==> config.mk <==
export PLATFORM = sky130hd
export DESIGN_NAME = apb_master_arbiter
export DESIGN_NICKNAME = d
export VERILOG_FILES = /design/src/rtl/apb_master_arbiter.sv
export SDC_FILE = /design/constraint.sdc
export NUM_CORES = 1
export LEC_CHECK = 0
export CORE_AREA = 2 2 121 123
export DETAILED_ROUTE_END_ITERATION = 12
export DIE_AREA = 0 0 123 125
export PLACE_DENSITY = 0.73
export SETUP_SLACK_MARGIN = 0.2
export SYNTH_ARGS = -nofsm -noshare
export SYNTH_HDL_FRONTEND = slang
export SYNTH_SLANG_ARGS = --single-unit
==> constraint.sdc <==
create_clock -name clk -period 7.4 [get_ports clk]
set_input_delay 1.48 -clock clk [delete_from_list [all_inputs] [get_ports clk]]
set_output_delay 1.48 -clock clk [all_outputs]
set_load 0.01 [all_outputs]
==> src/rtl/apb_master_arbiter.sv <==
// Two-master round-robin APB arbiter driving one target chain.
// Winner's request is registered; a watchdog forces an error completion.
module apb_master_arbiter #(
  parameter int unsigned timeout_cycles = 256
) (
  input  logic        clk,
  input  logic        reset,
  input  logic [31:0] apb_request_0__paddr,
  input  logic        apb_request_0__penable,
  input  logic        apb_request_0__psel,
  input  logic        apb_request_0__pwrite,
  input  logic [31:0] apb_request_0__pwdata,
  output logic [31:0] apb_response_0__prdata,
  output logic        apb_response_0__pready,
  output logic        apb_response_0__perr,
  input  logic [31:0] apb_request_1__paddr,
  input  logic        apb_request_1__penable,
  input  logic        apb_request_1__psel,
  input  logic        apb_request_1__pwrite,
  input  logic [31:0] apb_request_1__pwdata,
  output logic [31:0] apb_response_1__prdata,
  output logic        apb_response_1__pready,
  output logic        apb_response_1__perr,
  output logic [31:0] apb_request__paddr,
  output logic        apb_request__penable,
  output logic        apb_request__psel,
  output logic        apb_request__pwrite,
  output logic [31:0] apb_request__pwdata,
  input  logic [31:0] apb_response__prdata,
  input  logic        apb_response__pready,
  input  logic        apb_response__perr,
  output logic        grant,
  output logic        busy,
  output logic        timeout_event
);

  typedef enum logic [1:0] {
    IDLE   = 2'd0,
    SETUP  = 2'd1,
    ACCESS = 2'd2
  } state_e;

  localparam logic [15:0] CNT_LAST = 16'(timeout_cycles - 1);

  state_e      state_q, state_d;
  logic        grant_q, grant_d;
  logic        last_q, last_d;
  logic [15:0] cnt_q, cnt_d;
  logic [31:0] paddr_q, paddr_d;
  logic [31:0] pwdata_q, pwdata_d;
  logic        pwrite_q, pwrite_d;

  logic req0, req1, any_req, win;
  logic done_ok, done_to, done;

  // Master penable carries no arbitration meaning
  logic unused_pen;
  assign unused_pen = apb_request_0__penable ^ apb_request_1__penable;

  assign req0    = apb_request_0__psel;
  assign req1    = apb_request_1__psel;
  assign any_req = req0 | req1;
  assign win     = (req0 && req1) ? ~last_q : req1;

  assign done_ok = (state_q == ACCESS) && apb_response__pready;
  assign done_to = (state_q == ACCESS) && !apb_response__pready
                   && (cnt_q == CNT_LAST);
  assign done    = done_ok | done_to;

  // State register
  always_ff @(posedge clk or posedge reset) begin
    if (reset) state_q <= IDLE;
    else       state_q <= state_d;
  end

  // Next state
  always_comb begin
    state_d = state_q;
    unique case (state_q)
      IDLE:    if (any_req) state_d = SETUP;
      SETUP:   state_d = ACCESS;
      ACCESS:  if (done) state_d = IDLE;
      default: state_d = IDLE;
    endcase
  end

  // Datapath next values
  always_comb begin
    grant_d  = grant_q;
    last_d   = last_q;
    paddr_d  = paddr_q;
    pwdata_d = pwdata_q;
    pwrite_d = pwrite_q;
    cnt_d    = 16'd0;
    if (state_q == IDLE && any_req) begin
      grant_d  = win;
      last_d   = win;
      paddr_d  = win ? apb_request_1__paddr  : apb_request_0__paddr;
      pwdata_d = win ? apb_request_1__pwdata : apb_request_0__pwdata;
      pwrite_d = win ? apb_request_1__pwrite : apb_request_0__pwrite;
    end
    if (state_q == ACCESS && !done) cnt_d = cnt_q + 16'd1;
  end

  always_ff @(posedge clk or posedge reset) begin
    if (reset) begin
      grant_q  <= 1'b0;
      last_q   <= 1'b1;
      cnt_q    <= 16'd0;
      paddr_q  <= 32'd0;
      pwdata_q <= 32'd0;
      pwrite_q <= 1'b0;
    end else begin
      grant_q  <= grant_d;
      last_q   <= last_d;
      cnt_q    <= cnt_d;
      paddr_q  <= paddr_d;
      pwdata_q <= pwdata_d;
      pwrite_q <= pwrite_d;
    end
  end

  // Outputs
  always_comb begin
    apb_request__psel      = (state_q != IDLE);
    apb_request__penable   = (state_q == ACCESS);
    apb_request__paddr     = paddr_q;
    apb_request__pwdata    = pwdata_q;
    apb_request__pwrite    = pwrite_q;
    apb_response_0__prdata = 32'd0;
    apb_response_0__pready = 1'b0;
    apb_response_0__perr   = 1'b0;
    apb_response_1__prdata = 32'd0;
    apb_response_1__pready = 1'b0;
    apb_response_1__perr   = 1'b0;
    grant                  = grant_q;
    busy                   = (state_q != IDLE);
    timeout_event          = done_to;
    if (done) begin
      if (grant_q) begin
        apb_response_1__pready = 1'b1;
        apb_response_1__perr   = done_ok ? apb_response__perr : 1'b1;
        apb_response_1__prdata = done_ok ? apb_response__prdata : 32'd0;
      end else begin
        apb_response_0__pready = 1'b1;
        apb_response_0__perr   = done_ok ? apb_response__perr : 1'b1;
        apb_response_0__prdata = done_ok ? apb_response__prdata : 32'd0;
      end
    end
  end

endmodule

==> results.ini, run 1 <==
[setup_path]
timing.setup.critical_path_class=input port to primary output
worstPathMaxFanout=34
endpoint_kind=primary output
worst_ep_arrival_ns=3.58
worst_setup_path_start_kind=input port
crit_required_ns=5.92

[timing]
achievable-frequency_mhz=197.5
total_negative_setup_slacks_ns=0
final-setup-viol-count=0
max_slew.worst_pin.slew_ns=1.066
period_minus_slack_ns=5.063
rsz0062_at_grt=no
timing_max_transition_violations_final=0
maxSlewHeadroom_pct=28.93
timing_hold_violations_final=0
finalCritPeriodShare_pct=68.42
clock-skew-final_ns=0.006411

[floorplanning]
die_area_um2=15380
coreArea_um2=14200
floorplan.initialDensity_pct=31.03
top_level_ports=308
floorplan.rows=44
die_height_um=125
floorplan.die.width_um=123

[power]
total_power_mw=2.349
power_per_cell_area_nw_per_um2=297.9
vdd_drop_max_mv=0.1371
power.static_leakage_nw=3.160

[placement]
dpl.cell_count=926
placement_stage_cell_area_um2=7592
gp_congestion=0.8162
io_buffer_count=305
dp_hpwl_mm=11.93

[finish]
layout.cells.non_filler=945
area_delta_synth_final_pct=78.93
drive_gt1_share_pct=3.166
design.final.nets=924
final_area_um2=7885

[clocking]
cts_tree=done
clkSinkCount=85
clock_latency_ns=0.35
postCtsHoldBufs=0
post-cts-setup-buffer-count=0
clk_pin_slew_worst_setup_hold_paths_ns=0.06
cts.htree.levels=3
cts.repair.resized=0
ctsLongestPathBuffers=2
tritoncts.num_buffers=9
clock_tree.root_cell=sky130_fd_sc_hd__clkbuf_16

[logic_synthesis]
synth.area.top_cells=sky130_fd_sc_hd__dfrtp_1, sky130_fd_sc_hd__mux2i_1, sky130_fd_sc_hd__and2_1
netlist_area_um2=4407
count_of_warnings_emitted_by_yosys=0
post_synthesis_cell_type_with_the_largest_combined_area=sky130_fd_sc_hd__dfrtp_1
ys_types=32
seq_area_frac_synth_pct=48.30
netlist.area_leader.share_pct=47.70
synth-edff-count=0
mean_cell_area_of_the_mapped_netlist_um2=9.497
synth_async_sr_flop_share_pct=100.0
synth_top_flop_cell=sky130_fd_sc_hd__dfrtp_1
post_synth_most_frequent_cells=sky130_fd_sc_hd__dfrtp_1, sky130_fd_sc_hd__nor2_1, sky130_fd_sc_hd__a21oi_1, sky130_fd_sc_hd__mux2i_1, sky130_fd_sc_hd__and2_1
mapped_nets=635
count_of_mapped_cells_out_of_synthesis=464
synth.ff_latch_count=85

[global_routing]
grt_util_met3_pct=6.478
use_met2_pct=36.53
grt_first_pass_wirelength_mm=23.00
antenna_found_initial=3
grt_util_all_layers_pct=19.63
grt.busiest_layer=met2
globalRouteOverflowTotal=0
first_global_vias=4480
grt_max_degree=93
globalRouteMet1Util_pct=19.32

[route]
routed_via_density=4.619
drc_errors=0
ant_nets=0
drt_wl_total_mm=15.01
initialDrtViolationCount=128
num_vias=4365
wl_per_cell_um=15.89
number_of_optimization_iterations_in_the_first_detailed_route_pass=4

[outcome]
status=finished, final reports clean

[hold_path]
worst_hold_path_type=flip-flop to flip-flop

[run]
maxCapViolations=0

==> state kept, by name (all words and copies together), names as in the netlist <==
| name | count |
|---|---|
| cnt_q | 16 |
| last_q | 1 |
| apb_request__pwdata | 32 |
| state_q | 2 |
| apb_request__paddr | 32 |
| grant | 1 |
| apb_request__pwrite | 1 |
==> final timing paths <==
kind	from	end	slack [ns]	cells past startpoint
setup / recovery	apb_response__pready	apb_response_0__prdata[17]	2.34	4
hold / removal	state_q[1]	state_q[1]	0.52	1
setup reg to reg	state_q[1]	apb_request__paddr[29]	5.10	5
hold reg to reg	state_q[1]	state_q[1]	0.52	1
max in group asynchronous	reset	cnt_q[12]	4.91	3
min in group asynchronous	reset	apb_request__paddr[30]	1.78	3
==> stage by stage <==
step	setup WS (ns)	hold slack, ns	util [%]
floorplan	3.728	0.4498	-
global placement	2.355	0.4707	53.45
detailed placement	2.313	0.5027	53.45
CTS	2.313	0.5151	55.46
global route	2.148	0.5300	55.50
finish	2.337	0.5151	55.51
==> critical path: stages <==
cell	delay [ns]
sky130_fd_sc_hd__clkdlybuf4s50_1	0.51
sky130_fd_sc_hd__and3_1	0.76
sky130_fd_sc_hd__and2_1	0.23
sky130_fd_sc_hd__clkdlybuf4s50_1	0.59
==> cell type report <==
class	instances	area, um2
Antenna cell	3	7.507
Clock buffer	11	232.7
Clock inverter	5	52.55
Fill cell	1250	6319
Inverter	9	35.03
Multi-Input combinational cell	339	2116
Sequential cell	85	2128
Tap cell	184	230.2
Timing Repair Buffer	309	3083
==> kinds of logic (layout without fill, tap and decap cells) <==
group	after synthesis	count (layout)	share of synthesized area, %
compound gates	75	75	8.774
mux	65	65	14.76
xor+xnor	13	13	2.584
flops	85	85	48.30
other cells	0	3	0
buf+inv	40	334	4.117
simple gates	185	185	21.18
fa+ha+maj	1	1	0.2839
==> where the power goes <==
group	switching [mW]	total, mW	leakage (nW)	internal, mW
Sequential	0.107	0.764	0.986	0.657
Clock	0.182	0.442	0.139	0.260
Combinational	0.532	1.14	2.04	0.611
Total	0.821	2.35	3.16	1.53
==> cells in the final DEF (no fill, tap or decap), types with 2 or more instances in the layout <==
cell type / n
sky130_fd_sc_hd__xor2_1: 3
sky130_fd_sc_hd__nor2_1: 84
sky130_fd_sc_hd__clkinv_2: 4
sky130_fd_sc_hd__nand3_1: 5
sky130_fd_sc_hd__xnor2_1: 10
sky130_fd_sc_hd__clkdlybuf4s50_1: 305
sky130_fd_sc_hd__clkbuf_1: 2
sky130_fd_sc_hd__nand2_1: 7
sky130_fd_sc_hd__inv_1: 8
sky130_fd_sc_hd__and3_1: 2
sky130_fd_sc_hd__o21ai_0: 3
sky130_fd_sc_hd__nand2b_1: 2
sky130_fd_sc_hd__a21oi_1: 67
sky130_fd_sc_hd__nor4_1: 2
sky130_fd_sc_hd__nor2b_1: 2
sky130_fd_sc_hd__diode_2: 3
sky130_fd_sc_hd__mux2i_1: 65
sky130_fd_sc_hd__and2_1: 64
sky130_fd_sc_hd__dfrtp_1: 84
sky130_fd_sc_hd__or4_1: 3
sky130_fd_sc_hd__nor3_1: 4
sky130_fd_sc_hd__clkbuf_16: 9
sky130_fd_sc_hd__buf_4: 4
sky130_fd_sc_hd__nand4_1: 7
==> routing by layer <==
layer  share of wire, %  vias up
li1                   -     2131
met1                 34     2003
met3                 11       23
met5                  0        -
met4                2.9        0
met2                 53      208
No activity file was read; power rests on OpenSTA's default activity.
==> inputs of run 2 (changes only) <==
==> constraint.sdc (replaced) <==
create_clock -name clk -period 5 [get_ports clk]
set_input_delay 1 -clock clk [delete_from_list [all_inputs] [get_ports clk]]
set_output_delay 1 -clock clk [all_outputs]
set_load 0.01 [all_outputs]
==> results.ini, run 2 (synthesis results as in run 1) <==
[global_routing]
globalRouteOverflowTotal=0
antenna_found_initial=3
first_global_vias=4517
grt_first_pass_wirelength_mm=23.10
grt_max_degree=92
grt_util_all_layers_pct=19.58

[clocking]
clock_tree.root_cell=sky130_fd_sc_hd__clkbuf_16
clock_latency_ns=0.34
ctsLongestPathBuffers=2
tritoncts.num_buffers=9
cts.htree.levels=3
cts.repair.resized=0
clk_pin_slew_worst_setup_hold_paths_ns=0.06
clkSinkCount=85
post-cts-setup-buffer-count=0
postCtsHoldBufs=0
cts_tree=done

[timing]
timing_hold_violations_final=0
maxSlewHeadroom_pct=37.85
clock-skew-final_ns=0.004274
final-setup-viol-count=0
timing.final.ws_setup_ns=0.9379
fin_hold_ws_ns=0.5108
timing_max_transition_violations_final=0
achievable-frequency_mhz=246.2
period_minus_slack_ns=4.062
rsz0062_at_grt=no
total_negative_setup_slacks_ns=0
finalCritPeriodShare_pct=81.24
max_slew.worst_pin.slew_ns=0.9322

[setup_path]
critical_path.startpoint=apb_response__pready
r2r-start=state_q[1]
timing.critical_path.cells=clkdlybuf4s50_1 > and3_1 > and2_1 > clkdlybuf4s50_1
timing.setup.critical_path_class=input port to primary output
ff2ff_path_depth=5
cpMaxStageDelayCell=sky130_fd_sc_hd__and3_1
worst_ep_arrival_ns=3.06
critical-path-max-stage-delay_ns=0.74
endpoint_kind=primary output
crit_required_ns=4.00
worstSetupEndpoint=apb_response_0__prdata[15]
critical-path-top-cell-by-count=sky130_fd_sc_hd__clkdlybuf4s50_1
reg2reg_setup_slack_ns=2.72
worstPathMaxFanout=34
worst_setup_path_start_kind=input port
r2r-end=apb_request__pwdata[13]

[power]
clock_network_fraction_of_total_power_pct=17.8
sw_frac_of_total_pct=35.06
internal_power_mw=2.239
p_switching_mw=1.209
seq_power_share_pct=32.8
p_comb_share_pct=49.4
power.static_leakage_nw=3.160
vdd_drop_max_mv=0.2226
power_per_cell_area_nw_per_um2=438.0

[floorplanning]
floorplan.initialDensity_pct=31.03
die_area_um2=15380
coreArea_um2=14200
floorplan.rows=44
floorplan.die.width_um=123
die_height_um=125
top_level_ports=308

[placement]
place_worst_setup_slack_ns=0.8898
io_buffer_count=305
gp_congestion=0.7966
dp_hpwl_mm=11.90

[route]
drt_wl_total_mm=14.95
routed_via_density=4.644
metal2_wl_mm=7.897
ant_nets=0
highest-signal-layer=met4
drc_errors=0
num_vias=4384
route.met3.wl_mm=1.253
number_of_optimization_iterations_in_the_first_detailed_route_pass=4
routedLengthMet1_mm=5.390
wl_per_cell_um=15.84
initialDrtViolationCount=108

[hold_path]
worst_hold_path_type=flip-flop to flip-flop

[finish]
design.final.nets=925
most_common_cell_after_layout_fill_and_taps_aside=sky130_fd_sc_hd__clkdlybuf4s50_1
multi_input_area_um2=2116
layout.area.seq_um2=2128
fillCellCount=1239
area_delta_synth_final_pct=78.68
drive_gt1_share_pct=3.170
final_cell_mix=sky130_fd_sc_hd__clkdlybuf4s50_1, sky130_fd_sc_hd__nor2_1, sky130_fd_sc_hd__dfrtp_1

[outcome]
status=finished, final reports clean

[run]
maxCapViolations=0

## run 2: changes by cell type in the layout (fill, tap and decap cells not counted)
cell                         previous run  this run
sky130_fd_sc_hd__clkbuf_8               0         2
sky130_fd_sc_hd__buf_4                  4         5
sky130_fd_sc_hd__bufinv_16              1         0
sky130_fd_sc_hd__clkbuf_1               2         1
sky130_fd_sc_hd__clkinv_2               4         3
sky130_fd_sc_hd__clkinvlp_4             1         0
## run 2: worst min-delay path by stage
stage / from / to / slack [ns] / depth (start not counted)
2_1_floorplan: state_q[1] / state_q[1] / 0.45 / 1
3_3_place_gp: state_q[1] / state_q[1] / 0.47 / 1
3_5_place_dp: state_q[1] / state_q[1] / 0.50 / 1
4_1_cts: state_q[1] / state_q[1] / 0.51 / 1
5_1_grt: apb_request__pwdata[12] / apb_request__pwdata[12] / 0.55 / 2
6_report: state_q[1] / state_q[1] / 0.51 / 1
## run 2: metal layers
layer | vias to the layer above | global-route usage [%]
met4 | 0 | 9.225
met3 | 25 | 4.699
met5 | - | 0
li1 | 2135 | -
met1 | 2015 | 20.63
met2 | 209 | 35.98
## run 2: area by class of cell
class / count / area share, %
timing repair buffer: 310 / 39.25
clock inverter: 2 / 0.1271
tap: 184 / 2.924
antenna: 3 / 0.09534
inverter: 9 / 0.4449
sequential: 85 / 27.03
clock buffer: 12 / 3.258
multi-input combinational: 339 / 26.87
## run 2: per-stage QoR
step | area [um2] | utilization, % | total power [mW] | cells
6_report | 7874 | 55.44 | 3.449 | 944
5_1_grt | 7874 | 55.44 | 3.701 | 944
4_1_cts | 7866 | 55.38 | 3.489 | 941
3_5_place_dp | 7600 | 53.51 | 2.859 | 927
3_3_place_gp | 7600 | 53.51 | 2.815 | 927
2_1_floorplan | 4407 | - | 1.908 | 464
## run 2: power by group through the flow
stage	logic [mW]	registers, mW	clock network (mW)
global placement	1.69	1.13	0
CTS	1.73	1.13	0.628
finish	1.70	1.13	0.614
detailed placement	1.72	1.14	0
global route	1.86	1.17	0.665
floorplan	0.659	1.25	0
## run 2: worst max-delay path: cells and delay by family
kind                   cells  cell delay [ns]
buffers and inverters      2             1.10
and+or+nand+nor            2             0.96
